File: config.mk
export PLATFORM = sky130hd
export DESIGN_NAME = audio_boxcar_decimator_flat
export DESIGN_NICKNAME = d
export VERILOG_FILES = /design/src/rtl/audio_boxcar_decimator_if.sv /design/src/rtl/audio_boxcar_decimator.sv /design/src/flat_wrapper.sv
export SDC_FILE = /design/constraint.sdc
export NUM_CORES = 1
export LEC_CHECK = 0
export CAP_MARGIN = 20
export CORE_ASPECT_RATIO = 0.6
export CORE_MARGIN = 10
export CORE_UTILIZATION = 50
export CTS_BUF_LIST = sky130_fd_sc_hd__clkbuf_8 sky130_fd_sc_hd__clkbuf_16
export CTS_CLUSTER_DIAMETER = 50
export CTS_CLUSTER_SIZE = 25
export DETAILED_ROUTE_END_ITERATION = 16
export PLACE_DENSITY = 0.77
export SLEW_MARGIN = 40
export SYNTH_ARGS = -nofsm -noshare
export SYNTH_HDL_FRONTEND = slang
export SYNTH_SLANG_ARGS = --single-unit
File: constraint.sdc
create_clock -name clk -period 2.8 [get_ports clk]
set_input_delay 0.56 -clock clk [delete_from_list [all_inputs] [get_ports clk]]
set_output_delay 0.56 -clock clk [all_outputs]
set_load 0.05 [all_outputs]
File: src/rtl/audio_boxcar_decimator_if.sv
// Stream interface for the boxcar decimator: clock-rate sample input,
// valid/ready averaged output, FIFO status and overflow control.
interface audio_boxcar_decimator_if #(
  parameter int WIDTH           = 16,
  parameter int FIFO_DEPTH_LOG2 = 2
);
  logic                       in_valid;
  logic [WIDTH-1:0]           in_data;
  logic                       out_valid;
  logic                       out_ready;
  logic [WIDTH-1:0]           out_data;
  logic [FIFO_DEPTH_LOG2:0]   fifo_level;
  logic                       overflow;
  logic                       clear_ovf;

  // Producer / consumer side (testbench or surrounding audio path)
  modport master (
    output in_valid, in_data, out_ready, clear_ovf,
    input  out_valid, out_data, fifo_level, overflow
  );

  // Decimator side
  modport slave (
    input  in_valid, in_data, out_ready, clear_ovf,
    output out_valid, out_data, fifo_level, overflow
  );
endinterface

File: src/rtl/audio_boxcar_decimator.sv
// Boxcar decimator: averages each block of 2^DECIM_LOG2 valid input samples
// and queues the averages in a show-ahead FIFO with valid/ready output.
// A finished average arriving at a full FIFO (without a same-edge pop) is
// dropped and flagged in the sticky overflow bit.
module audio_boxcar_decimator #(
  parameter int WIDTH           = 16,
  parameter int DECIM_LOG2      = 2,
  parameter int FIFO_DEPTH_LOG2 = 2
) (
  input  logic                   clk,
  input  logic                   reset,
  audio_boxcar_decimator_if.slave bus
);

  localparam int ACC_W = WIDTH + DECIM_LOG2;
  localparam int CNT_W = DECIM_LOG2;
  localparam int PTR_W = FIFO_DEPTH_LOG2;
  localparam int LVL_W = FIFO_DEPTH_LOG2 + 1;
  localparam int DEPTH = 1 << FIFO_DEPTH_LOG2;

  localparam logic [CNT_W-1:0] CNT_LAST  = {CNT_W{1'b1}};
  localparam logic [LVL_W-1:0] LVL_FULL  = LVL_W'(DEPTH);
  localparam logic [LVL_W-1:0] LVL_ONE   = LVL_W'(1);
  localparam logic [LVL_W-1:0] LVL_EMPTY = LVL_W'(0);

  // State
  logic signed [ACC_W-1:0] acc_q, acc_d;
  logic [CNT_W-1:0]        cnt_q, cnt_d;
  logic [WIDTH-1:0]        mem_q [DEPTH];
  logic [PTR_W-1:0]        wr_ptr_q, wr_ptr_d;
  logic [PTR_W-1:0]        rd_ptr_q, rd_ptr_d;
  logic [LVL_W-1:0]        level_q, level_d;
  logic [WIDTH-1:0]        out_data_q, out_data_d;
  logic                    out_valid_q, out_valid_d;
  logic                    overflow_q, overflow_d;

  // Datapath / control intermediates
  logic signed [ACC_W-1:0] in_ext_s;
  logic signed [ACC_W-1:0] sum_s;
  logic [WIDTH-1:0]        avg_s;
  logic                    block_end_s;
  logic                    pop_s;
  logic                    push_ok_s;
  logic                    drop_s;
  logic [PTR_W-1:0]        rd_next_s;

  // Accumulate, detect block end and compute all next-state values
  always_comb begin
    in_ext_s    = {{DECIM_LOG2{bus.in_data[WIDTH-1]}}, bus.in_data};
    sum_s       = acc_q + in_ext_s;
    // Floor division by N; the high bits are pure sign extension so truncation is lossless
    avg_s       = WIDTH'(sum_s >>> DECIM_LOG2);
    block_end_s = bus.in_valid && (cnt_q == CNT_LAST);
    pop_s       = (level_q != LVL_EMPTY) && bus.out_ready;
    // A same-edge pop frees a slot, so a full FIFO still accepts the push
    push_ok_s   = block_end_s && ((level_q != LVL_FULL) || pop_s);
    drop_s      = block_end_s && (level_q == LVL_FULL) && !pop_s;
    rd_next_s   = rd_ptr_q + PTR_W'(1);

    acc_d = acc_q;
    cnt_d = cnt_q;
    if (bus.in_valid) begin
      cnt_d = cnt_q + CNT_W'(1);
      if (block_end_s) begin
        acc_d = '0;
      end else begin
        acc_d = sum_s;
      end
    end else begin
      acc_d = acc_q;
      cnt_d = cnt_q;
    end

    if (push_ok_s) begin
      wr_ptr_d = wr_ptr_q + PTR_W'(1);
    end else begin
      wr_ptr_d = wr_ptr_q;
    end

    if (pop_s) begin
      rd_ptr_d = rd_next_s;
    end else begin
      rd_ptr_d = rd_ptr_q;
    end

    if (push_ok_s && !pop_s) begin
      level_d = level_q + LVL_W'(1);
    end else if (pop_s && !push_ok_s) begin
      level_d = level_q - LVL_W'(1);
    end else begin
      level_d = level_q;
    end

    // Head register tracks the entry at the read pointer after this edge
    if (push_ok_s && ((level_q == LVL_EMPTY) || (pop_s && (level_q == LVL_ONE)))) begin
      out_data_d = avg_s;
    end else if (pop_s && (level_q > LVL_ONE)) begin
      out_data_d = mem_q[rd_next_s];
    end else begin
      out_data_d = out_data_q;
    end

    out_valid_d = (level_d != LVL_EMPTY);

    // A drop on the same edge as a clear leaves the flag set
    if (drop_s) begin
      overflow_d = 1'b1;
    end else if (bus.clear_ovf) begin
      overflow_d = 1'b0;
    end else begin
      overflow_d = overflow_q;
    end
  end

  // Control and output registers with asynchronous reset
  always_ff @(posedge clk or posedge reset) begin
    if (reset) begin
      acc_q       <= '0;
      cnt_q       <= '0;
      wr_ptr_q    <= '0;
      rd_ptr_q    <= '0;
      level_q     <= '0;
      out_data_q  <= '0;
      out_valid_q <= 1'b0;
      overflow_q  <= 1'b0;
    end else begin
      acc_q       <= acc_d;
      cnt_q       <= cnt_d;
      wr_ptr_q    <= wr_ptr_d;
      rd_ptr_q    <= rd_ptr_d;
      level_q     <= level_d;
      out_data_q  <= out_data_d;
      out_valid_q <= out_valid_d;
      overflow_q  <= overflow_d;
    end
  end

  // FIFO storage; contents are only observable through the head register
  always_ff @(posedge clk) begin
    if (push_ok_s) begin
      mem_q[wr_ptr_q] <= avg_s;
    end
  end

  assign bus.out_valid  = out_valid_q;
  assign bus.out_data   = out_data_q;
  assign bus.fifo_level = level_q;
  assign bus.overflow   = overflow_q;

endmodule

File: src/flat_wrapper.sv
// flat-port wrapper written by rule: the top's interface ports become plain ports
module audio_boxcar_decimator_flat 
#(
  parameter int WIDTH           = 16,
  parameter int DECIM_LOG2      = 2,
  parameter int FIFO_DEPTH_LOG2 = 2
)
  (clk, reset, bus_in_valid, bus_in_data, bus_out_ready, bus_clear_ovf, bus_out_valid, bus_out_data, bus_fifo_level, bus_overflow);
  audio_boxcar_decimator_if #(.WIDTH(WIDTH), .FIFO_DEPTH_LOG2(FIFO_DEPTH_LOG2)) bus_i ();
  input  logic clk;
  input  logic reset;
  input wire logic [$bits(bus_i.in_valid)-1:0] bus_in_valid;
  input wire logic [$bits(bus_i.in_data)-1:0] bus_in_data;
  input wire logic [$bits(bus_i.out_ready)-1:0] bus_out_ready;
  input wire logic [$bits(bus_i.clear_ovf)-1:0] bus_clear_ovf;
  output wire logic [$bits(bus_i.out_valid)-1:0] bus_out_valid;
  output wire logic [$bits(bus_i.out_data)-1:0] bus_out_data;
  output wire logic [$bits(bus_i.fifo_level)-1:0] bus_fifo_level;
  output wire logic [$bits(bus_i.overflow)-1:0] bus_overflow;
  assign bus_i.in_valid = bus_in_valid;
  assign bus_i.in_data = bus_in_data;
  assign bus_i.out_ready = bus_out_ready;
  assign bus_i.clear_ovf = bus_clear_ovf;
  assign bus_out_valid = bus_i.out_valid;
  assign bus_out_data = bus_i.out_data;
  assign bus_fifo_level = bus_i.fifo_level;
  assign bus_overflow = bus_i.overflow;
  audio_boxcar_decimator #(.WIDTH(WIDTH), .DECIM_LOG2(DECIM_LOG2), .FIFO_DEPTH_LOG2(FIFO_DEPTH_LOG2)) u_core (.clk(clk), .reset(reset), .bus(bus_i));
endmodule
==> flow_summary.toml <==
[run_status]
status = "completed"

[worst_setup_path]
crit_required_ns = 2.87
slowest_delay_ns = 0.40
end_kind = "flip-flop"
slowest_stage = "clkdlybuf4s50_1"
crit_family = "compound AO/OA/AOI/OAI gates"
reg2reg_slack_ns = 0.37
worstSetupStartpointType = "input pin"
critical_path.cell_chain = "clkdlybuf4s50_1, ha_1, fa_2, a211oi_2, o21bai_1, a31o_2, o21ai_4, nor2_1, a21oi_1, inv_1"
crit_buf_inv = 2
critPathKind = "input pin to flip-flop"
arrival_ns = 2.76
critPathMaxFanout = 4

[die]
ios = 42
fp.coreArea_um2 = 10500
initial_core_util_pct = 50.9
dieArea_um2 = 15400
die_x_um = 154
rows = 29
die_h_um = 100

[power_and_ir_drop]
pwr-share-clk_pct = 14.7
internal_power_mw = 5.15
power_switching_mw = 3.35
seq_power_share_pct = 32.8
sw_frac_of_total_pct = 39.4
peakVddDrop_mv = 0.726
power_mw = 8.50
powerDensity_nw_per_um2 = 1270
p_comb_share_pct = 52.5
leakage_nw = 2.74

[grt]
grt_max_degree = 30
grt_usage_pct = 16.4
antenna_found_initial = 0
grt_pass1_vias = 3882
grt_pass1_wl_mm = 20.4
overflow = 0

[min_path]
hp-class = "flip-flop to flip-flop"

[timing]
hold_viol = 0
setup_viol = 0
min_period_ns = 2.69
slew_headroom_pct = 48.6
grt_setup_unrepaired = "no"
clock_skew_ns = 0.00751
setup_tns_ns = 0
drv_slew = 0
period_share_pct = 95.9
worst_slew_pin_slew_ns = 0.771
hold_ws_ns = 0.475
max_freq_mhz = 372

[place]
dp_hpwl_mm = 9.16
gp_congestion = 0.873
placed_cell_area_um2 = 6330
port-buffer-count = 41

[cts]
cts_tree = "built"
insertion_delay_ns = 0.34
clk_pin_slew_ns = 0.07
cts_root_buffer = "clkbuf_16"
cts.sinks = 109
cts_buffer_depth = 2
cts_buffers = 9
htree_levels = 3

[logic_synthesis]
ys_seq_elements = 109
synth_cells = 427
yosysSeqAreaShare_pct = 56.9
synthArstFlopShare_pct = 41.3
synth_nets = 475
synth.distinct_cells = 51
syn_avg_cell_area_um2 = 12.5
yosysWarnings = 0
synthTopCellsByArea = "edfxtp_1 36%, dfrtp_1 21%, mux4_2 6.7%"
synth_flop_cell = "edfxtp_1"
syn_area_um2 = 5350
yosys.area.top_type = "edfxtp_1"
synth_top_area_share_pct = 35.9
synth_edf_count = 64

[finish]
syn_to_final_growth_pct = 24.9
final_layout_size_suffix_gt1_share_pct = 21.6
diodes = 0
fin_nets = 572
final_util_pct = 63.6
design_area_um2 = 6690

[route]
drtIter0Drc = 220
wl_mm = 12.6
vias = 3730
drc = 0
drt.antenna.violating_nets = 0
wl_per_cell_um = 18.9
viasPerCell = 5.58
dr.pass1.iters = 5

[flow_run]
drv_cap = 0
-- Yosys cell counts (3+ instances only) --
master and n:
edfxtp_1 64, dfrtp_1 45, inv_1 41, a21oi_1 27, ha_1 26, nand2_1 26
o21ai_0 17, mux4_2 16, o22ai_1 16, nor2_1 15, xnor2_1 12, buf_2 11
a211oi_1 9, nor2b_1 9, mux2i_1 8, xor2_1 8, clkbuf_1 6, nand3_1 5
nor3_1 5, a21o_1 4, a31oi_1 4, and2_1 4, nand2b_1 4, nand4_1 4
and4_1 3, o31ai_1 3, or3_1 3
-- path summary, 6_finish.rpt --
| path | cells past startpoint | to | start |
|---|---|---|---|
| max reg2reg | 9 | u_core.mem_q[1][12] | u_core.acc_q[0] |
| min in group asynchronous | 2 | u_core.bus.overflow | reset |
| min reg2reg | 1 | u_core.cnt_q[0] | u_core.cnt_q[0] |
| max | 10 | u_core.mem_q[1][12] | bus_in_data[0] |
| max in group asynchronous | 3 | u_core.bus.out_data[6] | reset |
| min | 1 | u_core.cnt_q[0] | u_core.cnt_q[0] |
-- cells by family after synthesis --
family	synth area share, %
adder cells (fa/ha/maj)	6.45
buffers and inverters	4.63
multiplexers	8.65
AO/OA/AOI/OAI	12.3
flip-flops	56.9
AND/OR/NAND/NOR	7.76
XOR/XNOR	3.27
-- cell usage in the layout (no fill, tap or decap), types with 3 or more instances in the layout --
master,netlist,routed
dfrtp_1,45,45
nand2b_1,4,4
buf_4,1,64
or3_1,3,3
xor2_1,8,8
and2_1,4,4
nand3_1,5,5
mux2i_1,8,8
edfxtp_1,64,64
ha_1,26,26
o22ai_1,16,16
mux4_2,16,16
nand4_1,4,4
nor3_1,5,4
nand2_1,26,26
a211oi_1,9,8
nor2b_1,9,9
a31oi_1,4,4
nor2_1,15,14
o31ai_1,3,3
a21oi_2,2,3
and4_1,3,3
inv_1,41,43
o21ai_0,17,16
a21o_1,4,4
xnor2_1,12,10
clkbuf_16,0,9
a21oi_1,27,26
clkdlybuf4s50_1,0,41
-- registers in the layout, indices dropped and copies added (netlist names) --
name                   cells
u_core.wr_ptr_q            2
u_core.cnt_q               2
u_core.bus.out_valid       1
u_core.bus.overflow        1
u_core.acc_q              18
u_core.mem_q              64
u_core.bus.out_data       16
u_core.rd_ptr_q            2
u_core.bus.fifo_level      3
-- layer usage --
layer	vias up	GRT usage (%)	share of wire, %
met4	0	4.12	1.1
met2	95	26.5	47
met1	1866	22.0	47
met5	-	0	0
li1	1758	-	-
met3	11	3.89	4.8
-- through the flow --
step	std cells	setup slack, ns
4_1_cts	667	0.00311
5_1_grt	668	0.0268
3_3_place_gp	649	-0.332
3_5_place_dp	649	-0.419
6_report	668	0.114
2_1_floorplan	427	0.257
-- power groups by stage --
stage               clock, mW  combinational, mW  sequential [mW]
finish                   1.25               4.46             2.79
global route             1.33               4.87             2.84
CTS                      1.27               4.39             2.79
detailed placement          0               4.31             2.82
global placement            0               4.13             2.79
floorplan                   0               2.25             3.16
-- layout make-up --
cell class / count / area (um^2)
clock buffer: 10 / 239
clock inverter: 6 / 56.3
fill: 817 / 3830
inverter: 41 / 154
multi-input combinational: 257 / 2110
sequential: 109 / 3050
tap: 139 / 174
timing repair buffer: 106 / 911
-- repair_timing --
item	4_1_cts	5_1_grt
resized for setup	1	7
endpoints found under the setup margin	13	41
setup buffers	2	1
pin swaps	2	2
hold buffers	0	0
(Power assumes the default switching activity.)
